==> src/rtl/prewish5k_pkg.sv <==
// Shared constants and types for the prewish5k input block.
package prewish5k_pkg;

  localparam int unsigned DATA_W                 = 8;
  localparam int unsigned DEF_DEBOUNCE_TICK_BITS = 16;
  localparam int unsigned DEF_STABLE_TICKS       = 3;
  // Width of the per-bit run counter; covers STABLE_TICKS up to 15.
  localparam int unsigned STABLE_CNT_W           = 4;

  typedef enum logic [1:0] {
    ST_IDLE = 2'b00,
    ST_RESP = 2'b01,
    ST_ACK  = 2'b10
  } hs_state_t;

endpackage

==> src/rtl/prewish5k_debounce_bit.sv <==
// One input bit: 2-flop synchronizer followed by a tick-sampled debouncer.
import prewish5k_pkg::*;

module prewish5k_debounce_bit #(
  parameter int unsigned STABLE_TICKS = DEF_STABLE_TICKS
) (
  input  logic clk,
  input  logic rst,
  input  logic tick,
  input  logic raw,
  output logic deb_next
);

  localparam logic [STABLE_CNT_W-1:0] CNT_LAST = STABLE_CNT_W'(STABLE_TICKS - 1);

  logic                    sync1;
  logic                    sync2;
  logic                    deb;
  logic [STABLE_CNT_W-1:0] cnt;
  logic [STABLE_CNT_W-1:0] cnt_next;

  // Next debounced state; exported so a same-cycle update is visible to the reader.
  always_comb begin
    deb_next = deb;
    cnt_next = cnt;
    if (tick) begin
      if (sync2 == deb) begin
        cnt_next = '0;
      end else if (cnt == CNT_LAST) begin
        deb_next = sync2;
        cnt_next = '0;
      end else begin
        cnt_next = cnt + 1'b1;
      end
    end
  end

  // Synchronizer chain and debounce state registers.
  always_ff @(posedge clk) begin
    if (rst) begin
      sync1 <= 1'b0;
      sync2 <= 1'b0;
      deb   <= 1'b0;
      cnt   <= '0;
    end else begin
      sync1 <= raw;
      sync2 <= sync1;
      deb   <= deb_next;
      cnt   <= cnt_next;
    end
  end

endmodule

==> src/rtl/prewish5k_inputs.sv <==
// Debounced button/DIP inputs served over a strobe/ack request interface.
import prewish5k_pkg::*;

module prewish5k_inputs #(
  parameter int unsigned DEBOUNCE_TICK_BITS = DEF_DEBOUNCE_TICK_BITS,
  parameter int unsigned STABLE_TICKS       = DEF_STABLE_TICKS,
  parameter int unsigned ALIVE_BITS         = 22
) (
  input  logic              CLK_I,
  input  logic              RST_I,
  input  logic              STB_I,
  input  logic [DATA_W-1:0] DAT_I,
  output logic              STB_O,
  output logic [DATA_W-1:0] DAT_O,
  input  logic [DATA_W-1:0] i_raw,
  output logic              o_alive
);

  logic [DEBOUNCE_TICK_BITS-1:0] tick_cnt;
  logic                          tick;
  logic [ALIVE_BITS-1:0]         alive_cnt;
  logic [DATA_W-1:0]             deb_next;
  logic [DATA_W-1:0]             mask;
  hs_state_t                     state;

  assign tick    = &tick_cnt;
  assign o_alive = alive_cnt[ALIVE_BITS-1];

  // Free-running sample-tick and alive counters.
  always_ff @(posedge CLK_I) begin
    if (RST_I) begin
      tick_cnt  <= '0;
      alive_cnt <= '0;
    end else begin
      tick_cnt  <= tick_cnt + 1'b1;
      alive_cnt <= alive_cnt + 1'b1;
    end
  end

  for (genvar i = 0; i < DATA_W; i++) begin : g_bit
    prewish5k_debounce_bit #(
      .STABLE_TICKS(STABLE_TICKS)
    ) u_bit (
      .clk     (CLK_I),
      .rst     (RST_I),
      .tick    (tick),
      .raw     (i_raw[i]),
      .deb_next(deb_next[i])
    );
  end

  // Request handshake: latch mask, respond with masked state, then ack low.
  always_ff @(posedge CLK_I) begin
    if (RST_I) begin
      state <= ST_IDLE;
      mask  <= '0;
      DAT_O <= '0;
      STB_O <= 1'b0;
    end else begin
      case (state)
        ST_IDLE: begin
          STB_O <= 1'b0;
          if (STB_I) begin
            mask  <= DAT_I;
            state <= ST_RESP;
          end
        end
        ST_RESP: begin
          DAT_O <= deb_next & mask;
          STB_O <= 1'b1;
          state <= ST_ACK;
        end
        ST_ACK: begin
          STB_O <= 1'b0;
          state <= ST_IDLE;
        end
        default: begin
          STB_O <= 1'b0;
          state <= ST_IDLE;
        end
      endcase
    end
  end

endmodule

==> config.mk <==
export PLATFORM = sky130hd
export DESIGN_NAME = prewish5k_inputs
export DESIGN_NICKNAME = d
export VERILOG_FILES = /design/src/rtl/prewish5k_pkg.sv /design/src/rtl/prewish5k_debounce_bit.sv /design/src/rtl/prewish5k_inputs.sv
export SDC_FILE = /design/constraint.sdc
export NUM_CORES = 1
export LEC_CHECK = 0
export ABC_CLOCK_PERIOD_IN_PS = 1800
export CAP_MARGIN = 20
export CORE_MARGIN = 2
export CORE_UTILIZATION = 32
export DETAILED_ROUTE_END_ITERATION = 12
export PLACE_DENSITY_LB_ADDON = 0.1
export SYNTH_ARGS = -nofsm -noshare
export SYNTH_HDL_FRONTEND = slang
export SYNTH_SLANG_ARGS = --single-unit
==> constraint.sdc <==
create_clock -name CLK_I -period 1.8 [get_ports CLK_I]
set_input_delay 0.27 -clock CLK_I [delete_from_list [all_inputs] [get_ports CLK_I]]
set_output_delay 0.27 -clock CLK_I [all_outputs]
set_load 0.005 [all_outputs]
-- Yosys cells after proc, flatten, opt, wreduce, memory -nomap -nowiden
Index checks and enable logic that the tools add are counted.
- flip-flop bits (word level): 113
- input bits: 19
- output and inout port bits: 10
- word-level logic and storage cells: 113
- add/sub/neg operators: 10
- equal/unequal tests: 18
- muxes and demuxes: 43
- bitwise logic cells: 1
- reductions and logical operators: 3
- operator list (operator ; count):
    $mux 4 ; 16
    $add 4x1->4 const B ; 8
    $eq 4x2->1 const B ; 8
    $mux 1 ; 25
    $add 22x1->22 const B ; 1
    $add 16x1->16 const B ; 1
    $reduce_and 16->1 ; 1
    $and 8x8->8 ; 1
    $eq 1x1->1 ; 8
    $pmux 2 s2 ; 1
    $eq 2x1->1 const B ; 1
    $logic_not 2->1 ; 1
    $mux 2 ; 1
    $ne 2x2->1 const B ; 1
    $reduce_and 2->1 ; 1

-- Depth between registers and ports, before layout
- word-level depth: 5
- mapped depth: 7
- mapped depth without buffers: 6

-- By module
Synthesis repeated with hierarchy kept, for this count alone.
- cells, all modules: 513
- area total of the unflattened synthesis: 5128.7 sq um
- by module, submodules not included (module ; times used ; cells an instance ; area an instance (sq um) ; sequential area each (sq um)):
    prewish5k_debounce_bit ; 8 ; 32 ; 350.3 ; 140.1
    prewish5k_inputs ; 1 ; 257 ; 2326.0 ; 1141.1

-- Least setup slack after synthesis
No wires, ideal clock.
- path type: reg2reg
- start: register tick_cnt[0]
- end: register g_bit[2].u_bit.cnt[2]
- library setup time: 132 ps
- arrival time: 1798 ps
- data required time: 1668 ps
- setup slack: -130 ps
- cell stages (with the launch flop): 8
- buffers on the path: 2
- clock period less this slack: 1930 ps
- path through: dfxtp_1 > ha_1 > nand4_1 > or4_1 > buf_2 > buf_6 > o21ai_0 > a21oi_1
- longest elaborated chain between the ends: 1
- RTL lines (what ; RTL line ; text):
    start, declared ; prewish5k_inputs.sv:19 ; logic [DEBOUNCE_TICK_BITS-1:0] tick_cnt;
    start signal, assigned ; prewish5k_inputs.sv:35 ; tick_cnt <= tick_cnt + 1'b1;
    $reduce_and 16->1 ; prewish5k_inputs.sv:26 ; assign tick = &tick_cnt;
    end signal, assigned ; prewish5k_debounce_bit.sv:49 ; cnt <= cnt_next;
    end, declared ; prewish5k_debounce_bit.sv:19 ; logic [STABLE_CNT_W-1:0] cnt;
No other way between the ends.
A chain may end at the register's enable or synchronous reset.

-- Worst setup path in the final report
- start: register tick_cnt[14]
- end: register DAT_O[7]
- longest elaborated chain between the ends: 3
- RTL lines (what ; RTL line ; text):
    $reduce_and 16->1 ; prewish5k_inputs.sv:26 ;
    $mux 1 ; prewish5k_debounce_bit.sv:26 ; if (tick) begin
    $and 8x8->8 ; prewish5k_inputs.sv:69 ; DAT_O <= deb_next & mask;
    end signal, assigned ; prewish5k_inputs.sv:69 ;
    end, declared ; prewish5k_inputs.sv:14 ; output logic [DATA_W-1:0] DAT_O,
No other way between the ends.

==> metrics.log <==
[metrics] run status: finished clean
[metrics] final-layout setup total negative slack: 0 ps
[metrics] combinational fraction of design power: 3.9%
[metrics] total CTS buffers: 17
[metrics] Root Buffer Master: sky130_fd_sc_hd__clkbuf_16
[metrics] peak ir drop on the vdd network: 0.754 mV
[metrics] switching share of total power: 21.6%
[metrics] worst-path fanout max: 12
[metrics] Routed wire per std cell: 13.9 um
[metrics] Post-synth top flop: sky130_fd_sc_hd__dfxtp_1
[metrics] Die ar.: 16500 um2
[metrics] Worst R2R Setup Slack: 30 ps
[metrics] post-synth cell types: 37
[metrics] number of vias in the routed layout: 4232
[metrics] antenna violations before repair: 0
[metrics] width of the die: 128 um
[metrics] arrival time at the worst endpoint: 2060 ps
[metrics] detailed placement HPWL: 7290 um
[metrics] insertion delay of the later-clocked pin in the worst-skew pair: 410 ps
[metrics] net total in the final layout: 675
[metrics] Clock Skews: 10.2 ps
[metrics] number of warning messages in the yosys log: 0
[metrics] async set-reset flop share out of synthesis: 0%
[metrics] first-iteration detailed-routing DRC count: 201
[metrics] Port Buffer Count: 28
[metrics] portion of total power attributed to sequential cells: 44.8%
[metrics] post-synth net total: 601
[metrics] Tightest Pin Transition: 542 ps
[metrics] depth of the worst register-to-register path: 5
[metrics] HP Start: RST_I
[metrics] endpoint of the most critical register-to-register path: DAT_O[7]
[metrics] num rows: 45
[metrics] total wire length: 11600 um
[metrics] proportion of power drawn by the clock network: 51.3%
[metrics] cell depth of the worst min-delay path: 2
[metrics] number of H-tree levels: 4
[metrics] Top-Level Pins: 29
[metrics] fill count: 1447
[metrics] # DRC: 0
[metrics] final critical-path share of the clock period: 98.6%
[metrics] total leakage power: 2.32 nW
[metrics] Final ANT Viol Nets: 0
[metrics] total power: 5.77 mW
[metrics] Synth area leaders: sky130_fd_sc_hd__dfxtp_1 (46%), sky130_fd_sc_hd__nand3_1 (5.6%), sky130_fd_sc_hd__a21oi_1 (4.9%)
[metrics] height of the die: 128 um
[metrics] number of synthesized flops with an enable pin: 0
[metrics] Placeable Area: 15100 um2
[metrics] kind of launch point of the worst setup path: register
[metrics] vias in the first global route: 4263
[metrics] power per cell area: 894 nW/um2
[metrics] TritonCTS Sinks: 113
[metrics] Post-CTS Hold Fix Bufs: 0
[metrics] NetSw: 1.24 mW
[metrics] max-slew violations: 0
[metrics] final weighted congestion of routability-driven global placement: 0.766
[metrics] data required time at the worst endpoint: 2080 ps
[metrics] GR Util All Layers: 14.6%
[metrics] min cycle time layout: 1770 ps
[metrics] post-synthesis instance area: 4960 um2
[metrics] total of endpoints with negative setup slack in the final report: 0
[metrics] drt first pass iters: 4
[metrics] sink of the worst hold path: mask[1]
[metrics] buffer levels on the longest clock path: 2
[metrics] ANT cells: 0
[metrics] RSZ-0062 raised after global routing: yes
[metrics] Critical Setup Path Class: reg2reg
[metrics] Cells after Synth: 564
[metrics] count of max-cap constraint violations: 0
[metrics] share of post-route cells with drive strength above 1: 15.9%
[metrics] Rel. slew slack: 63.8%
[metrics] internal power: 4.53 mW
[metrics] cell type with the highest aggregate area in the netlist: sky130_fd_sc_hd__dfxtp_1
[metrics] synthesis-to-layout area growth: 30.2%
[metrics] routed vias/inst: 5.06
[metrics] pin count of the biggest net entering global routing: 56
[metrics] sequential cell area fraction in the yosys report: 45.6%
[metrics] origin of the critical flop-to-flop path: tick_cnt[14]
[metrics] Crit. End Element: register
[metrics] Yosys top cell area share: 45.6%
[metrics] wire length of the first global-routing pass: 19300 um
[metrics] clock tree from TritonCTS: done
[metrics] clock-pin slew reported for the worst setup and hold paths after clock tree synthesis: 50 ps
[metrics] maximum frequency from static timing analysis: 564 MHz
[metrics] Tightest Hold Check Type: in2reg
[metrics] mean instance size in the synthesized netlist: 8.79 um2
[metrics] final global-route overflow total: 0
[metrics] starting density of the core: 32.7%
[metrics] number of synthesized register bits: 113
[metrics] Fin. Hold Viols: 0
## power by group through the flow
stage / sequential, mW / clock, mW / combinational [mW]
finish: 2.58 / 2.96 / 0.227
CTS: 2.58 / 3.05 / 0.227
floorplan: 2.63 / 0 / 0.116
global route: 2.59 / 3.18 / 0.251
global placement: 2.63 / 0 / 0.224
detailed placement: 2.63 / 0 / 0.226
## layer usage
metal | vias to the layer above | global-route usage, % | part of all wire (%)
li1 | 2163 | - | -
met1 | 2015 | 17.5 | 48
met2 | 41 | 24.5 | 48
met5 | - | 0 | 0
met4 | 0 | 5.56 | 1.3
met3 | 13 | 4.70 | 3.0
## critical path, stage by stage, from the launching register on
cell and delay, ps:
sky130_fd_sc_hd__dfxtp_1 360, sky130_fd_sc_hd__nand3_1 120, sky130_fd_sc_hd__or4_4 640, sky130_fd_sc_hd__clkbuf_16 220
sky130_fd_sc_hd__o2111ai_1 190, sky130_fd_sc_hd__o211ai_1 110
## cell usage after synthesis (16+ instances only)
cell                       instances
sky130_fd_sc_hd__xor2_1           16
sky130_fd_sc_hd__nand3_1          55
sky130_fd_sc_hd__a21oi_1          49
sky130_fd_sc_hd__nor2_1           60
sky130_fd_sc_hd__dfxtp_1         113
sky130_fd_sc_hd__nor3b_1          18
sky130_fd_sc_hd__xnor2_1          17
sky130_fd_sc_hd__clkbuf_1         19
sky130_fd_sc_hd__ha_1             18
sky130_fd_sc_hd__nor2b_1          20
sky130_fd_sc_hd__o21ai_0          26
sky130_fd_sc_hd__nand2_1          43
## cells in the final DEF, fill, tap and decap left out, drive strengths merged
cell,n
or3,3
nor4,4
clkbuf,26
dfxtp,113
mux2i,8
xnor2,17
o31ai,6
mux2,1
buf,50
o211ai,8
nand4b,8
o2111ai,8
nor4b,1
nand4,11
nor2b,20
or4,7
ha,18
and4,7
clkdlybuf4s50,27
nor3b,19
inv,10
nor3,11
xor2,16
nand2,43
clkinv,7
nand3,55
a21oi,49
and3,2
o21ai,26
nand3b,8
nor2,60
## registers in the layout, summed over array words and instances (netlist names)
| signal | flops |
|---|---|
| g_bit.u_bit.cnt | 32 |
| g_bit.u_bit.sync1 | 8 |
| alive_cnt | 22 |
| g_bit.u_bit.deb | 8 |
| tick_cnt | 16 |
| state | 2 |
| STB_O | 1 |
| g_bit.u_bit.sync2 | 8 |
| mask | 8 |
| DAT_O | 8 |
## area by class of cell
cell class,instances,area [um2],share of cell area [%]
clock buffers,23,488,7.56
clock inverters,7,35.0,0.543
inverters,10,37.5,0.581
multi-input cells,416,2640,40.8
flip-flops and latches,113,2270,35.1
well taps,188,235,3.64
repair buffers,80,758,11.7
## repair_timing
action / in CTS / in global routing
setup endpoints to repair: 0 / 51
resized for setup: 0 / 26
setup buffers: 0 / 1
## cells by family after synthesis
group / share of synthesized area (%)
and+or+nand+nor: 28.0
DFF: 45.6
AOI/OAI and AO/OA: 11.1
buffers and inverters: 3.00
xor gates and xnor gates: 5.83
adders and majority gates: 4.54
muxes: 1.84
## stage by stage
step | setup WS (ps) | utilization, % | area [um2] | instances | hold WS (ps)
after floorplan | 35.0 | - | 4970 | 564 | 398
after global placement | 76.2 | 38.1 | 5780 | 803 | 421
after detailed placement | 15.1 | 38.1 | 5780 | 803 | 424
after CTS | 3.07 | 41.6 | 6300 | 833 | 102
after global routing | -29.1 | 42.6 | 6460 | 837 | 110
final | 26.0 | 42.6 | 6460 | 837 | 119
## how the worst max path moves through the flow
stage	startpoint	endpoint	slack [ps]
floorplan	tick_cnt[0]	g_bit[2].u_bit.cnt[2]	30
global placement	tick_cnt[1]	g_bit[4].u_bit.cnt[2]	80
detailed placement	tick_cnt[1]	g_bit[6].u_bit.cnt[2]	20
CTS	tick_cnt[1]	g_bit[6].u_bit.cnt[2]	3
global route	tick_cnt[14]	DAT_O[7]	-30
finish	tick_cnt[14]	DAT_O[7]	30
Note: power is estimated with default switching activity, not from simulation.
